`config.mk`:
```
export PLATFORM = sky130hd
export DESIGN_NAME = octal_serial_add
export DESIGN_NICKNAME = d
export VERILOG_FILES = /design/src/rtl/octal_pkg.sv /design/src/rtl/octal_digit_add.sv /design/src/rtl/octal_serial_add.sv
export SDC_FILE = /design/constraint.sdc
export NUM_CORES = 1
export LEC_CHECK = 0
export ABC_AREA = 1
export CAP_MARGIN = 20
export CORE_MARGIN = 10
export CORE_UTILIZATION = 48
export DETAILED_ROUTE_END_ITERATION = 6
export PLACE_DENSITY = 0.83
export SLEW_MARGIN = 20
export SYNTH_ARGS = -nofsm -noshare
export SYNTH_HDL_FRONTEND = slang
export SYNTH_SLANG_ARGS = --single-unit
```
`constraint.sdc`:
```
create_clock -name clk -period 2 [get_ports clk]
set_input_delay 0.3 -clock clk [delete_from_list [all_inputs] [get_ports clk]]
set_output_delay 0.3 -clock clk [all_outputs]
set_load 0.01 [all_outputs]
```
`src/rtl/octal_pkg.sv`:
```
// Shared types for the digit-serial octal arithmetic blocks.
package octal_pkg;

  localparam int unsigned OCT_DIGIT_W = 3;

  typedef logic [OCT_DIGIT_W-1:0] oct_digit_t;

  typedef enum logic [1:0] {
    IDLE = 2'd0,
    ADD  = 2'd1,
    DONE = 2'd2
  } oct_ser_state_e;

endpackage

```
`src/rtl/octal_digit_add.sv`:
```
// One octal digit adder: digit + digit + carry-in -> digit + carry-out.
module octal_digit_add
  import octal_pkg::*;
(
  input  oct_digit_t x,
  input  oct_digit_t y,
  input  logic       ci,
  output oct_digit_t s,
  output logic       co
);

  assign {co, s} = 4'(x) + 4'(y) + 4'(ci);

endmodule

```
`src/rtl/octal_serial_add.sv`:
```
// Digit-serial octal adder: one digit per clock, LSD first, valid/ready on both sides.
module octal_serial_add
  import octal_pkg::*;
#(
  parameter int unsigned DIGITS = 2
)
(
  input  logic                          clk,
  input  logic                          rst,
  input  logic                          in_valid,
  output logic                          in_ready,
  input  logic [OCT_DIGIT_W*DIGITS-1:0] a,
  input  logic [OCT_DIGIT_W*DIGITS-1:0] b,
  input  logic                          cin,
  output logic                          out_valid,
  input  logic                          out_ready,
  output logic [OCT_DIGIT_W*DIGITS-1:0] sum,
  output logic                          cout
);

  localparam int unsigned W     = OCT_DIGIT_W * DIGITS;
  localparam int unsigned IDX_W = (DIGITS > 1) ? $clog2(DIGITS) : 1;
  localparam logic [IDX_W-1:0] LAST = IDX_W'(DIGITS - 1);

  oct_ser_state_e   state, state_n;
  logic [W-1:0]     opa, opb;
  logic [IDX_W-1:0] idx;
  logic             carry;
  logic             accept;
  oct_digit_t       dig_a, dig_b, dig_s;
  logic             dig_co;

  always_ff @(posedge clk or posedge rst) begin
    if (rst) state <= IDLE;
    else     state <= state_n;
  end

  // in_ready in DONE follows out_ready so a result can hand over straight into a new add.
  always_comb begin
    state_n   = state;
    in_ready  = 1'b0;
    out_valid = 1'b0;
    case (state)
      IDLE: begin
        in_ready = 1'b1;
        if (in_valid) state_n = ADD;
      end
      ADD: begin
        if (idx == LAST) state_n = DONE;
      end
      DONE: begin
        out_valid = 1'b1;
        in_ready  = out_ready;
        if (out_ready) state_n = in_valid ? ADD : IDLE;
      end
      default: state_n = IDLE;
    endcase
  end

  assign accept = in_valid & in_ready;
  assign dig_a  = opa[OCT_DIGIT_W*32'(idx) +: OCT_DIGIT_W];
  assign dig_b  = opb[OCT_DIGIT_W*32'(idx) +: OCT_DIGIT_W];

  octal_digit_add u_digit (
    .x  (dig_a),
    .y  (dig_b),
    .ci (carry),
    .s  (dig_s),
    .co (dig_co)
  );

  always_ff @(posedge clk or posedge rst) begin
    if (rst) begin
      opa   <= '0;
      opb   <= '0;
      idx   <= '0;
      carry <= 1'b0;
      sum   <= '0;
      cout  <= 1'b0;
    end else if (accept) begin
      opa   <= a;
      opb   <= b;
      carry <= cin;
      idx   <= '0;
    end else if (state == ADD) begin
      sum[OCT_DIGIT_W*32'(idx) +: OCT_DIGIT_W] <= dig_s;
      carry <= dig_co;
      if (idx == LAST) cout <= dig_co;
      else             idx  <= idx + IDX_W'(1);
    end
  end

endmodule
```
# == Word-level counts from Yosys, hierarchy flattened ==
# Cells that the tools add are included.
# word_totals
romBits,0
regBits,23
ramBits,0
inputBits,17
latchBits,0
mem_count,0
# classes
n_eq_ne,5
shifts,4
reduce_logical,5
n_mul,1
addsub,4
mux,13
n_lt_le_gt_ge,0
div_mod_pow,0
bitwise_logic,2
# ops
operator,count
negator 3 -> 34 bit,1
"variable shift 3 x 34 -> 6 bit, first input constant",1
variable part select 3 x 34 -> 6 bit,1
variable part select 6 x 4 -> 3 bit,2
two-way mux 1 bit,7
bitwise mux 6 bit,1
two-way mux 2 bit,3
"inequality test 2 bit, second input constant",3
case mux 2 bit (3 select lines),1
AND reduction 3 bit,2
adder 3 x 3 -> 4 bit,1
adder 4 x 1 -> 4 bit,1
"multiplier 2 x 1 -> 3 bit, first input constant",1
"== test 2 x 1 -> 1 bit, second input constant",1
"== test 2 bit, second input constant",1
logical NOT 2 bit,1
case mux 1 bit (2 select lines),1
AND reduction 2 bit,1
nonzero test 2 bit,1
"adder 1 bit, second input constant",1
bitwise AND 1 bit,1
NOT 1 bit,1

# == Depth between registers and ports, before layout ==
# logic_depth
word_depth,6
depth_mapped,11
mapped_depth_nobuf,11

# == Cells and area by module ==
# From an unflattened synthesis, not the netlist that was laid out.
# hier_totals
cells_unflattened,141
hier_area_um2,1179.9
# by_module_without_submodules
module,cells_per_inst,area_per_inst_um2,n_inst
octal_serial_add,125,1062.3,1
octal_digit_add,16,117.6,1

# == Least setup slack after synthesis ==
# Ideal clock, no wire load.
# synth_timing
path_type,reg-to-reg
startpoint,register idx
endpoint,register sum[4]
arrival_time_ps,1741
path_stages_with_launch,8
path_buffers,1
slack_ps,176
t_required_ps,1917
path_cell_list,dfrtp_1 > buf_2 > nand2_1 > o21ai_0 > fa_1 > inv_1 > fa_1 > o21ai_0
# synth_between
elab_chain_len,6
elab_cells_between_ends,9
# synth_rtl
item,line_no,text
"start, declared",octal_serial_add.sv:27,logic [IDX_W-1:0] idx;
"start signal, assigned",octal_serial_add.sv:89,else idx <= idx + IDX_W'(1);
multiplier 2 x 1 -> 3 bit *,"octal_serial_add.sv:61, octal_serial_add.sv:62, octal_serial_add.sv:86",
"variable part select 6 x 4 -> 3 bit, on equally long branches","octal_serial_add.sv:61, octal_serial_add.sv:62",
adder 3 x 3 -> 4 bit,octal_digit_add.sv:12,"assign {co, s} = 4'(x) + 4'(y) + 4'(ci);"
adder 4 x 1 -> 4 bit,octal_digit_add.sv:12,
variable part select 3 x 34 -> 6 bit,octal_serial_add.sv:86,sum[OCT_DIGIT_W*32'(idx) +: OCT_DIGIT_W] <= dig_s;
bitwise mux 6 bit *,octal_serial_add.sv:86,
"end signal, assigned by index",octal_serial_add.sv:86,
"end, declared",octal_serial_add.sv:17,"output logic [OCT_DIGIT_W*DIGITS-1:0] sum,"
# Mark *: on every way between the ends. The rest lies on a longest branch, timed or not.
# A chain may end at the register's enable or synchronous reset.

# == Final worst setup path ==
# layout_timing
startpoint,register state[1]
endpoint,output port out_valid
# layout_between
elab_chain_len,2
# layout_rtl
item,line_no,text
"start, declared",octal_serial_add.sv:25,"oct_ser_state_e state, state_n;"
"start signal, assigned",octal_serial_add.sv:35,else state <= state_n;
== test 2 bit,octal_serial_add.sv:43,case (state)
two-way mux 1 bit,octal_serial_add.sv:43,
"end, declared",octal_serial_add.sv:15,"output logic out_valid,"
# Every way passes these cells.

==> key figures <==
Outcome
  – Outcome: finished, final reports clean

Pwr
  – PwrDens: 1580 mW/mm^2
  – Leak Pwr: 0.729 nW
  – Maximum VDD drop: 0.856 mV

STA
  – Hold slack: 0.317 ns
  – Worst Clk Skew: 0.0105 ns
  – Final setup vio count: 0
  – Worst slew margin: 75.3%
  – Final min period: 1.86 ns
  – Max Freq: 537 MHz
  – Total negative slack: 0 ns
  – RSZ-0062 raised after global routing: false
  – Final hold vios: 0
  – Worst Max-Slew Pin Slew: 0.367 ns
  – Fin crit share: 93.1%
  – Slew Viols, Final: 0

Die
  – Die Ht: 68.5 microns
  – # rows: 17
  – Die Area: 0.00469 sq mm
  – Initial Util: 50.5%
  – Die X: 68.5 microns
  – Core area: 0.00223 sq mm
  – # IOs: 26

Drt
  – Routed len/inst: 11.7 microns
  – Initial drt markers: 51
  – Vias per cell: 4.82
  – Vias: 916
  – Initial DRT Pass Iterations: 4
  – Final ANT Viol Nets: 0
  – Total Wirelength: 2210 microns
  – Residual DRC count: 0

Run
  – Max_cap viols: 0

Global routing
  – Global routing met3 resource utilization: 3.06%
  – Initial antenna violation count: 0
  – Busiest grt layer: met2
  – Global route overflow: 0
  – Largest net degree at the start of global routing: 24
  – Global-route wire length before repair: 3690 microns
  – Vias in the first global route: 901
  – GR Util met2: 17.3%
  – Total Routing Usage GR: 10.3%
  – GR Util met1: 11.6%

Synthesis
  – Yosys reg bits: 23
  – YS warnings: 0
  – Mapped Area: 0.00113 sq mm
  – Syn nets: 156
  – Sequential share of the synthesized area: 51.0%
  – Syn Inst Count: 135
  – Netlist cell types: 18
  – Syn_area_per_cell: 8.36 sq um

Clock network
  – Clock Sink Count: 23
  – Later-pin clock latency in the skew report: 0.32 ns
  – CTS Buf Count: 3
  – Clock buffer depth: 2
  – CTS Root Cell: clkbuf_4
  – H-tree Lvls: 1
  – CTS tree: built
  – Worst-path clk slew: 0.13 ns
  – Post-CTS Repair Setup Buffers: 0

Worst setup path
  – Crit-path cells: inv_1, nor2_1, clkdlybuf4s50_1
  – Worst path max stage delay: 0.57 ns
  – CP Launch Type: flip-flop
  – Buf/Inv on CP: 2
  – Critical path type: flip-flop to primary output
  – Crit-path leading delay family: buffers and inverters
  – Required time worst endpoint: 1.70 ns
  – Critical path endpoint category: primary output
  – Slowest CP cell: clkdlybuf4s50_1
  – Crit path DAT: 1.56 ns
  – Max Fanout on Critical Path: 4

Final layout
  – Ant diodes: 0
  – Layout filler cell count: 200
  – Nets@finish: 184
  – Ratio of cells with drive above 1 in the final layout: 8.02%
  – Area growth syn-to-layout: 26.1%

Place
  – Port Buffers: 25
  – Dpl hpwl: 1820 microns
  – RD Place Congestion: 0.810

Min path
  – Hold Path Class: input port to async pin
-- metal layers --
layer  vias to the layer above  wire length (microns)  share of wire (%)
met4                         0                     40                1.8
li1                        467                      -                  -
met3                         5                    148                6.7
met2                        25                   1070                 48
met5                         -                      0                  0
met1                       419                    957                 43
-- sequential cells by signal (all words and copies together) (netlist names) --
register	flops
carry	1
cout	1
idx	1
opa	6
opb	6
state	2
sum	6
-- worst paths after layout --
kind,start,end,slack (ns),cells past startpoint
max reg2reg,idx,sum[4],0.14,6
max in group asynchronous,rst,idx,1.44,3
max,state[1],out_valid,0.14,3
min reg2reg,opb[1],opb[1],0.49,2
min in group clk,opb[1],opb[1],0.49,2
min,rst,sum[4],0.32,3
-- per-stage QoR --
step           worst slack (ns)  instances  power [mW]  utilization [%]  instance area, sq um
2_1_floorplan             0.176        135        1.69                -                  1130
3_3_place_gp              0.172        186        2.01             62.4                  1390
3_5_place_dp              0.108        186        2.06             62.4                  1390
4_1_cts                  0.0788        190        2.28             63.6                  1420
5_1_grt                  0.0192        190        2.51             63.7                  1420
6_report                  0.138        190        2.25             63.7                  1420
-- layout by cell type, fill, tap and decap left out --
master	netlist	layout
a21oi_1	7	7
buf_4	0	1
clkbuf_4	0	3
clkdlybuf4s50_1	0	25
clkinv_2	0	1
dfrtp_1	23	22
dfrtp_2	0	1
fa_1	2	2
ha_1	2	2
inv_1	19	19
inv_2	1	1
nand2_1	41	41
nand2_2	2	2
nand2_4	1	1
nand3_1	8	8
nor2_1	12	12
nor2_2	1	1
nor2_4	2	2
o21ai_0	8	8
o21ai_1	2	2
xnor2_1	1	1
-- synth_stat cells --
master | number | share of area (%)
buf_2 | 1 | 0.44
dfrtp_1 | 23 | 51
ha_1 | 2 | 2.2
nor2_4 | 2 | 2.0
o21ai_1 | 2 | 0.89
nand2_4 | 1 | 1.0
nand2_2 | 2 | 1.1
buf_6 | 2 | 2.0
xnor2_1 | 1 | 0.78
a21oi_1 | 7 | 3.1
nand3_1 | 8 | 3.5
o21ai_0 | 8 | 3.5
nand2_1 | 41 | 14
inv_2 | 1 | 0.33
fa_1 | 2 | 3.5
nor2_1 | 12 | 4.0
inv_1 | 19 | 6.3
nor2_2 | 1 | 0.55
-- what timing repair did --
item / in CTS / in global routing
gates resized for setup: 0 / 1
hold buffers: 0 / 0
setup endpoints to repair: 0 / 4
-- kinds of logic (layout without fill, tap and decap cells) --
logic type	after synthesis	count (layout)	share of synthesized area, %
AND/OR/NAND/NOR	67	67	25.8
AO/OA/AOI/OAI	17	17	7.54
adder cells (fa/ha/maj)	4	4	5.76
flip-flops	23	23	51.0
buffers and inverters	23	50	9.09
XOR/XNOR	1	1	0.776
-- tightest hold or removal path: stages --
cell	delay, ns
clkdlybuf4s50_1	0.40
inv_1	0.06
buf_4	0.28
-- power by group --
| group | switching, mW | internal (mW) | total (mW) |
|---|---|---|---|
| registers | 0.144 | 0.688 | 0.832 |
| logic | 0.674 | 0.527 | 1.20 |
| clock network | 0.138 | 0.0749 | 0.213 |
-- layout make-up --
cell class	instances	area, sq um	area share (%)
clock buffers	3	22.5	1.58
clock inverters	1	5.00	0.352
inverters	20	75.1	5.28
multi-input cells	89	450	31.7
flip-flops and latches	23	577	40.5
well taps	28	35.0	2.46
repair buffers	26	258	18.1
Power figures use the tool's default switching activity.
